`src/rtl/serial_add_if.sv`:
```
// Handshake and operand/result bundle for serial_add_ctrl.
// The ovf signal exists only when SERIAL_ADD_OVF_EN is defined.
interface serial_add_if #(
    parameter int unsigned WIDTH = 8
);
    logic             in_valid;
    logic             in_ready;
    logic [WIDTH-1:0] a;
    logic [WIDTH-1:0] b;
    logic             out_valid;
    logic             out_ready;
    logic [WIDTH-1:0] sum;
    logic             cout;
    logic             busy;
`ifdef SERIAL_ADD_OVF_EN
    logic             ovf;

    modport master (
        output in_valid, a, b, out_ready,
        input  in_ready, out_valid, sum, cout, busy, ovf
    );

    modport slave (
        input  in_valid, a, b, out_ready,
        output in_ready, out_valid, sum, cout, busy, ovf
    );
`else
    modport master (
        output in_valid, a, b, out_ready,
        input  in_ready, out_valid, sum, cout, busy
    );

    modport slave (
        input  in_valid, a, b, out_ready,
        output in_ready, out_valid, sum, cout, busy
    );
`endif
endinterface

```
`src/rtl/serial_add_ctrl.sv`:
```
// Bit-serial unsigned adder, LSB first, one bit per clock through a single full-adder cell.
// Define SERIAL_ADD_OVF_EN to add the registered signed-overflow output ovf.
module serial_add_ctrl #(
    parameter int unsigned WIDTH = 8
) (
    input logic         clk,
    input logic         rst_n,
    serial_add_if.slave bus
);

    localparam int unsigned CntW = $clog2(WIDTH);
    localparam logic [CntW-1:0] LastBit = CntW'(WIDTH - 1);

    typedef enum logic [1:0] {StIdle, StRun, StDone} state_e;

    state_e           state_q, state_d;
    logic [WIDTH-1:0] a_q, a_d;
    logic [WIDTH-1:0] b_q, b_d;
    logic [WIDTH-1:0] sum_q, sum_d;
    logic             carry_q, carry_d;
    logic [CntW-1:0]  cnt_q, cnt_d;
    logic             cout_q, cout_d;
    logic             ovf_q, ovf_d;

    // Full adder as two half adders plus an OR
    logic ha1_s, ha1_c, ha2_c, fa_s, fa_c;
    always_comb begin
        ha1_s = a_q[0] ^ b_q[0];
        ha1_c = a_q[0] & b_q[0];
        fa_s  = ha1_s ^ carry_q;
        ha2_c = ha1_s & carry_q;
        fa_c  = ha1_c | ha2_c;
    end

    always_comb begin
        state_d = state_q;
        a_d     = a_q;
        b_d     = b_q;
        sum_d   = sum_q;
        carry_d = carry_q;
        cnt_d   = cnt_q;
        cout_d  = cout_q;
        ovf_d   = ovf_q;
        unique case (state_q)
            StIdle: begin
                if (bus.in_valid) begin
                    a_d     = bus.a;
                    b_d     = bus.b;
                    sum_d   = '0;
                    carry_d = 1'b0;
                    cnt_d   = '0;
                    cout_d  = 1'b0;
                    ovf_d   = 1'b0;
                    state_d = StRun;
                end
            end
            StRun: begin
                sum_d   = {fa_s, sum_q[WIDTH-1:1]};
                a_d     = a_q >> 1;
                b_d     = b_q >> 1;
                carry_d = fa_c;
                // Counter stops on the last bit so it never wraps
                if (cnt_q == LastBit) begin
                    cout_d  = fa_c;
                    ovf_d   = carry_q ^ fa_c;
                    state_d = StDone;
                end else begin
                    cnt_d = cnt_q + 1'b1;
                end
            end
            StDone: begin
                if (bus.out_ready) state_d = StIdle;
            end
            default: state_d = StIdle;
        endcase
    end

    always_ff @(posedge clk or negedge rst_n) begin
        if (!rst_n) begin
            state_q <= StIdle;
            a_q     <= '0;
            b_q     <= '0;
            sum_q   <= '0;
            carry_q <= 1'b0;
            cnt_q   <= '0;
            cout_q  <= 1'b0;
            ovf_q   <= 1'b0;
        end else begin
            state_q <= state_d;
            a_q     <= a_d;
            b_q     <= b_d;
            sum_q   <= sum_d;
            carry_q <= carry_d;
            cnt_q   <= cnt_d;
            cout_q  <= cout_d;
            ovf_q   <= ovf_d;
        end
    end

    assign bus.in_ready  = (state_q == StIdle);
    assign bus.out_valid = (state_q == StDone);
    assign bus.busy      = (state_q != StIdle);
    assign bus.sum       = sum_q;
    assign bus.cout      = cout_q;
`ifdef SERIAL_ADD_OVF_EN
    assign bus.ovf       = ovf_q;
`else
    logic unused_ovf;
    assign unused_ovf = ovf_q;
`endif

endmodule

```
`src/flat_wrapper.sv`:
```
// flat-port wrapper written by rule: the top's interface ports become plain ports
module serial_add_ctrl_flat 
#(
    parameter int unsigned WIDTH = 8
)
  (clk, rst_n, bus_in_valid, bus_a, bus_b, bus_out_ready, bus_in_ready, bus_out_valid, bus_sum, bus_cout, bus_busy);
  serial_add_if #(.WIDTH(WIDTH)) bus_i ();
  input logic clk;
  input logic rst_n;
  input wire logic [$bits(bus_i.in_valid)-1:0] bus_in_valid;
  input wire logic [$bits(bus_i.a)-1:0] bus_a;
  input wire logic [$bits(bus_i.b)-1:0] bus_b;
  input wire logic [$bits(bus_i.out_ready)-1:0] bus_out_ready;
  output wire logic [$bits(bus_i.in_ready)-1:0] bus_in_ready;
  output wire logic [$bits(bus_i.out_valid)-1:0] bus_out_valid;
  output wire logic [$bits(bus_i.sum)-1:0] bus_sum;
  output wire logic [$bits(bus_i.cout)-1:0] bus_cout;
  output wire logic [$bits(bus_i.busy)-1:0] bus_busy;
  assign bus_i.in_valid = bus_in_valid;
  assign bus_i.a = bus_a;
  assign bus_i.b = bus_b;
  assign bus_i.out_ready = bus_out_ready;
  assign bus_in_ready = bus_i.in_ready;
  assign bus_out_valid = bus_i.out_valid;
  assign bus_sum = bus_i.sum;
  assign bus_cout = bus_i.cout;
  assign bus_busy = bus_i.busy;
  serial_add_ctrl #(.WIDTH(WIDTH)) u_core (.clk(clk), .rst_n(rst_n), .bus(bus_i));
endmodule
```
`config.mk`:
```
export PLATFORM = sky130hd
export DESIGN_NAME = serial_add_ctrl_flat
export DESIGN_NICKNAME = d
export VERILOG_FILES = /design/src/rtl/serial_add_if.sv /design/src/rtl/serial_add_ctrl.sv /design/src/flat_wrapper.sv
export SDC_FILE = /design/constraint.sdc
export NUM_CORES = 1
export LEC_CHECK = 0
export BUFFER_PORTS_ARGS = -buffer_cell sky130_fd_sc_hd__clkbuf_2
export CAP_MARGIN = 20
export CELL_PAD_IN_SITES_DETAIL_PLACEMENT = 0
export CELL_PAD_IN_SITES_GLOBAL_PLACEMENT = 1
export CORE_ASPECT_RATIO = 1.5
export CORE_MARGIN = 2
export CORE_UTILIZATION = 43
export CTS_BUF_LIST = sky130_fd_sc_hd__clkbuf_2
export DETAILED_ROUTE_END_ITERATION = 6
export PLACE_DENSITY_LB_ADDON = 0.1
export SETUP_SLACK_MARGIN = 0.15
export SLEW_MARGIN = 10
export SYNTH_ARGS = -nofsm -noshare
export SYNTH_HDL_FRONTEND = slang
export SYNTH_SLANG_ARGS = --single-unit
```
`constraint.sdc`:
```
create_clock -name clk -period 1.85 [get_ports clk]
set_input_delay 0.37 -clock clk [delete_from_list [all_inputs] [get_ports clk]]
set_output_delay 0.37 -clock clk [all_outputs]
set_load 0.02 [all_outputs]
```
==> qor.csv, run 1 <==
stage;metric;value;unit
timing;pins over their slew limit;0;
synth;top cell type's share of synthesized area;52.4;%
critical_path;timing startpoint of the critical path;u_core.state_q[1];
floorplanning;Rows;26;
power_and_ir_drop;areal power density over the cells;1640;nW/µm²
drt;number of vias per cell;5.67;
layout;Layout Nets;195;
floorplanning;effective utilization at floorplan;44.2;%
critical_path;kind of start point of the critical path;flip-flop;
synth;share of flip-flops with an asynchronous set or reset;100;%
clocking;Inserted Clock Buffers;5;
critical_path;critical path arrival;1.25;ns
synth;count of flip-flops with a built-in enable after synthesis;0;
synth;sequential share of the synthesized area;52.4;%
clocking;H-tree level count;2;
layout;synth-to-layout area growth;16.7;%
synth;post-synthesis cell area;1480;µm²
global_routing;maximum number of pins on one net before global-route repair;32;
critical_path;critical path required time;1.48;ns
critical_path;crit path capture type;output pin;
power_and_ir_drop;leakage power;0.807;nW
clocking;root buffer cell;sky130_fd_sc_hd__clkbuf_2;
layout;final standard cell utilization of the core;51.6;%
drt;DRT Wirelength;3.30;mm
min_path;type of the worst min-delay path;input port to flip-flop;
synth;top area cells in the synthesized netlist;sky130_fd_sc_hd__dfrtp_1, sky130_fd_sc_hd__a22o_1, sky130_fd_sc_hd__nor3_1;
timing;shortest clock period the worst path allows after layout;1.62;ns
drt;Post-route DRC;0;
synth;most frequently used cell type in the post-synthesis netlist;sky130_fd_sc_hd__dfrtp_1;
timing;Fmax;616;MHz
layout;ratio of cells with drive above 1 in the final layout;30.6;%
timing;Clock Skew;0.0155;ns
drt;remaining number of nets flagged by the antenna check after routing;0;
clocking;Sink Count;31;
synth;most numerous cell types in the synthesized netlist;sky130_fd_sc_hd__dfrtp_1, sky130_fd_sc_hd__nor3_1, sky130_fd_sc_hd__a22o_1, sky130_fd_sc_hd__o22ai_1, sky130_fd_sc_hd__nor2_1;
critical_path;worst reg-to-reg path cell count;4;
global_routing;remaining global-route overflow;0;
global_routing;wire length of the first global-routing pass;5.63;mm
critical_path;endpoint of the worst-slack reg-to-reg timing path;u_core.b_q[4];
global_routing;GRT Resource Usage Total;19.5;%
layout;Inserted Diodes;0;
critical_path;critical register-to-register path startpoint;u_core.state_q[1];
timing;Final period util;87.7;%
layout;fillcell total;331;
timing;Max-slew headroom;54.2;%
global_routing;number of antenna violations at the first check in global routing;0;
floorplanning;die footprint;3940;µm²
flow_run;count of max-cap constraint violations;0;
critical_path;maximum fanout encountered on the critical timing path;18;
synth;post-synthesis cell count;137;
synth;cell type with the largest total area after synthesis;sky130_fd_sc_hd__dfrtp_1;
status;result of the run;complete, no violations;
placement;IO buf count;31;
timing;Setup Total Neg Slack;0;ns
timing;RSZ-0062 raised after global routing;true;
floorplanning;Die Wd;51.9;µm
power_and_ir_drop;worst supply voltage drop on vdd;0.690;mV
critical_path;type of the setup path with the least slack;flip-flop to output pin;
synth;Top FF cell, synth;sky130_fd_sc_hd__dfrtp_1;
global_routing;number of global-route vias before repair;1204;
drt;WL per Instance;15.3;µm
floorplanning;placeable core region;3350;µm²
synth;number of nets produced by synthesis;160;
clocking;largest buffer count on any clock path;2;
timing;final number of setup-violating endpoints;0;
placement;sum of net half-perimeters after detailed placement;2.29;mm
placement;global placement routability congestion;0.740;
timing;Hold Vio Cnt, Final;0;
synth;Synth warnings;0;
drt;number of detailed-routing iterations run before antenna repair;4;
synth;syn avg cell area;10.8;µm²
floorplanning;I/O pin count;32;
synth;Netlist cell types;27;
critical_path;last element of the critical path;bus_out_valid;
drt;number of violations reported at the end of detailed-routing iteration 0;30;
critical_path;internal reg-to-reg setup slack;0.26;ns
floorplanning;vertical extent of the die;75.9;µm
clocking;clock insertion delay at the later pin of the skew report;0.35;ns
drt;total via count in the routed design;1218;
clocking;clock tree from TritonCTS;done;
synth;Synth Register Bits;31;
timing;Worst Max-Slew Pin Slew;0.686;ns
clocking;Worst-path clk slew;0.16;ns
-- power breakdown --
part / internal [mW] / switching (mW) / leakage (nW)
clock: 0.0911 / 0.222 / 0.0281
sequential: 0.982 / 0.249 / 0.379
combinational: 0.613 / 0.681 / 0.400
total: 1.69 / 1.15 / 0.807
-- worst min path at each step --
stage	slack, ns	from	end	cells past startpoint
after floorplan	0.07	rst_n	u_core.a_q[0]	0
after global placement	0.41	rst_n	u_core.cnt_q[2]	2
after detailed placement	0.42	rst_n	u_core.cnt_q[2]	2
after CTS	0.15	bus_out_ready	u_core.state_q[1]	2
after global routing	0.12	bus_out_ready	u_core.state_q[1]	2
final	0.16	bus_out_ready	u_core.state_q[1]	2
-- layer usage --
layer  share of wire, %  GRT usage (%)
met1                 38           22.0
met2                 56           34.3
met3                4.0           5.29
met4                1.7           7.89
met5                  0              0
-- layout by cell type, fill, tap and decap left out, drive strengths merged, types with 4 or more instances in the layout --
cell type,count
nand2,4
a22o,15
o32ai,6
clkbuf,35
o22ai,14
nor2,10
dfrtp,31
nor3,24
buf,10
o21ai,4
-- cell families (layout without fill, tap and decap cells) --
| family | after synthesis | in the layout | synth area share [%] |
|---|---|---|---|
| fa+ha+maj | 3 | 3 | 3.04 |
| compound gates | 41 | 41 | 21.4 |
| simple gates | 45 | 45 | 15.1 |
| buf+inv | 15 | 51 | 6.59 |
| mux | 2 | 2 | 1.44 |
| flops | 31 | 31 | 52.4 |
-- timing repair --
| action | in CTS | in global routing |
|---|---|---|
| setup buffers | 2 | 0 |
| hold buffers | 1 | 0 |
| endpoints found under the hold margin | 7 | 0 |
| pin swaps | 0 | 0 |
| setup endpoints to repair | 3 | 3 |
| gates resized for setup | 2 | 9 |
-- layout make-up --
cell class	instances	area (µm²)	share of cell area [%]
clock buffer	6	30.0	1.74
clock inverter	2	7.51	0.434
inverter	3	13.8	0.797
multi-input combinational	91	609	35.3
sequential	31	777	45.0
tap	42	52.6	3.04
timing repair buffer	40	238	13.8
-- sequential cells by signal, summed over array words and instances, names as in the netlist --
signal / cells
u_core.bus.cout: 1
u_core.b_q: 8
u_core.carry_q: 1
u_core.a_q: 8
u_core.cnt_q: 3
u_core.state_q: 2
u_core.bus.sum: 8
-- worst max-delay path: stages, from the launching register on --
cell	delay (ns)
sky130_fd_sc_hd__dfrtp_2	0.48
sky130_fd_sc_hd__inv_4	0.19
sky130_fd_sc_hd__nor2_1	0.06
sky130_fd_sc_hd__buf_4	0.16
-- stage by stage --
step / worst slack (ns) / power (mW) / hold WS [ns] / std cells / instance area [µm²]
final: 0.228 / 2.84 / 0.163 / 215 / 1730
after global routing: 0.134 / 3.09 / 0.121 / 215 / 1730
after CTS: 0.116 / 2.86 / 0.145 / 215 / 1710
after detailed placement: 0.297 / 2.51 / 0.417 / 204 / 1650
after global placement: 0.364 / 2.46 / 0.408 / 204 / 1650
after floorplan: 0.419 / 2.20 / 0.0744 / 137 / 1480
No activity file was read; power rests on OpenSTA's default activity.
==> run 2, diff against run 1 <==
Settings changed: CORE_UTILIZATION 43 to 39.
Clock period 1.85 ns to 1.3 ns, I/O delays scaled along.
==> qor.csv, run 2 (synthesized netlist as in run 1, its figures left out) <==
stage;metric;value;unit
status;result of the run;finished with violations;
status;failing checks;setup timing;
flow_run;count of max-cap constraint violations;0;
clocking;Worst-path clk slew;0.17;ns
clocking;clock insertion delay at the later pin of the skew report;0.37;ns
drt;DRT Wirelength;4.40;mm
clocking;Inserted Clock Buffers;5;
floorplanning;Die Wd;54.3;µm
clocking;root buffer cell;sky130_fd_sc_hd__clkbuf_2;
power_and_ir_drop;Power, Total;6.23;mW
layout;synth-to-layout area growth;76.9;%
drt;number of vias per cell;5.56;
min_path;origin of the worst min-delay path;bus_out_ready;
critical_path;critical path arrival;1.26;ns
floorplanning;Rows;27;
floorplanning;I/O pin count;32;
placement;sum of net half-perimeters after detailed placement;2.46;mm
drt;number of detailed-routing iterations run before antenna repair;4;
drt;number of violations reported at the end of detailed-routing iteration 0;36;
power_and_ir_drop;Logic pwr share;59.4;%
critical_path;delay of the slowest cell on the worst path;0.47;ns
critical_path;critical path required time;1.04;ns
min_path;type of the worst min-delay path;input port to flip-flop;
timing;Clock Skew;0.0179;ns
critical_path;maximum fanout encountered on the critical timing path;2;
floorplanning;die footprint;4310;µm²
timing;final number of setup-violating endpoints;25;
floorplanning;effective utilization at floorplan;40.6;%
power_and_ir_drop;leakage power;1.17;nW
min_path;hold-critical path depth;2;
global_routing;maximum number of pins on one net before global-route repair;32;
drt;remaining number of nets flagged by the antenna check after routing;0;
drt;WL per Instance;17.5;µm
critical_path;worst reg-to-reg path cell count;6;
clocking;Sink Count;31;
power_and_ir_drop;switching power of the nets;2.41;mW
critical_path;sequence of cells on the critical path;or2_4 -> inv_2 -> buf_8;
timing;RSZ-0062 raised after global routing;true;
global_routing;remaining global-route overflow;0;
layout;most common library cell in the layout ignoring fill and taps;sky130_fd_sc_hd__dfrtp_1;
global_routing;number of antenna violations at the first check in global routing;0;
critical_path;internal reg-to-reg setup slack;-0.12;ns
clocking;clock tree from TritonCTS;done;
timing;Setup Total Neg Slack;-1.70;ns
drt;Post-route DRC;0;
global_routing;GRT Resource Usage Total;21.4;%
global_routing;number of global-route vias before repair;1405;
timing;shortest clock period the worst path allows after layout;1.52;ns
floorplanning;vertical extent of the die;79.5;µm
critical_path;kind of start point of the critical path;flip-flop;
timing;Max-slew headroom;71.7;%
critical_path;critical register-to-register path startpoint;u_core.state_q[1];
floorplanning;placeable core region;3650;µm²
placement;IO buf count;31;
timing;Fmax;658;MHz
power_and_ir_drop;proportion of total power due to net switching;38.7;%
power_and_ir_drop;Int Power;3.82;mW
drt;total via count in the routed design;1402;
layout;Inserted Diodes;0;
timing;pins over their slew limit;0;
power_and_ir_drop;areal power density over the cells;2380;nW/µm²
layout;Layout Nets;231;
min_path;Min-Delay Endpoint;u_core.state_q[1];
critical_path;endpoint of the worst-slack reg-to-reg timing path;u_core.b_q[0];
power_and_ir_drop;relative contribution of the clock network to total power;10.7;%
critical_path;type of the setup path with the least slack;flip-flop to output pin;
power_and_ir_drop;worst supply voltage drop on vdd;1.49;mV
global_routing;wire length of the first global-routing pass;6.61;mm
critical_path;crit path capture type;output pin;
timing;Final period util;117;%
layout;ratio of cells with drive above 1 in the final layout;65.1;%
timing;worst setup margin;-0.219;ns
layout;final standard cell utilization of the core;71.8;%
power_and_ir_drop;Sequential Power Share;29.9;%
clocking;largest buffer count on any clock path;2;
clocking;H-tree level count;2;
critical_path;cell with the largest stage delay on the worst path;sky130_fd_sc_hd__dfrtp_2;
layout;most frequent cells in the layout;sky130_fd_sc_hd__dfrtp_1, sky130_fd_sc_hd__buf_4, sky130_fd_sc_hd__clkbuf_2, sky130_fd_sc_hd__a22o_1, sky130_fd_sc_hd__buf_6;
timing;Hold Vio Cnt, Final;0;
timing;Worst Max-Slew Pin Slew;0.424;ns
placement;global placement routability congestion;0.708;
==> run 2: cell count changes in the layout (fill, tap and decap cells not counted), sizes merged <==
cell / previous run / this run
clkbuf: 35 / 33
clkinv: 2 / 3
nand2: 4 / 5
bufinv: 0 / 1
buf: 10 / 46
inv: 3 / 2
==> run 2: metrics by stage <==
step | area, µm² | worst slack, ns | instances | hold slack [ns]
finish | 2620 | -0.219 | 252 | 0.0504
global route | 2620 | -0.274 | 252 | 0.0181
CTS | 2320 | -0.229 | 243 | 0.0190
detailed placement | 1780 | -0.0866 | 218 | 0.302
global placement | 1780 | -0.0262 | 218 | 0.303
floorplan | 1510 | -0.0362 | 137 | -0.0356
==> run 2: worst max-delay path, delay by kind of cell, from the launching register on <==
kind / cells / cell delay (ns)
DFF: 1 / 0.47
buffers and inverters: 2 / 0.16
and+or+nand+nor: 1 / 0.26
==> run 2: worst max-delay path by stage <==
stage                            startpoint         endpoint  slack [ns]  depth (start not counted)
after detailed placement    u_core.cnt_q[1]  u_core.cnt_q[0]       -0.09                          5
after global placement      u_core.cnt_q[1]  u_core.cnt_q[0]       -0.03                          4
after CTS                 u_core.state_q[0]     bus_in_ready       -0.23                          3
after global routing      u_core.state_q[1]     bus_in_ready       -0.27                          3
after floorplan             u_core.cnt_q[0]  u_core.cnt_q[0]       -0.04                          5
final                     u_core.state_q[1]     bus_in_ready       -0.22                          3
==> run 2: power by group through the flow <==
stage	Combinational (mW)	Sequential (mW)	Clock, mW
floorplan	1.36	1.83	0
global placement	2.05	1.75	0
detailed placement	2.12	1.78	0
CTS	3.12	1.78	0.683
global route	3.97	1.91	0.733
finish	3.70	1.86	0.668
==> run 2: final cells by class <==
| class | instances | area (µm²) |
|---|---|---|
| inverter | 3 | 23.8 |
| timing repair buffer | 75 | 694 |
| multi-input combinational | 92 | 1000 |
| clock buffer | 5 | 25.0 |
| clock inverter | 3 | 38.8 |
| tap | 43 | 53.8 |
| sequential | 31 | 778 |
| fill | 271 | 1030 |
==> run 2: timing repair <==
item,in CTS,in global routing
hold buffers,1,0
pin swaps,16,23
hold endpoints to repair,31,0
setup buffers,13,8
endpoints found under the setup margin,38,42
resized for setup,72,49
cloned,3,1
==> run 2: metal layers <==
| metal | track usage (%) | vias up | share of wire (%) |
|---|---|---|---|
| met5 | 0 | - | 0 |
| met4 | 8.75 | 0 | 1.8 |
| met3 | 5.24 | 6 | 2.9 |
| met2 | 37.3 | 29 | 56 |
| met1 | 23.5 | 706 | 39 |
| li1 | - | 661 | - |
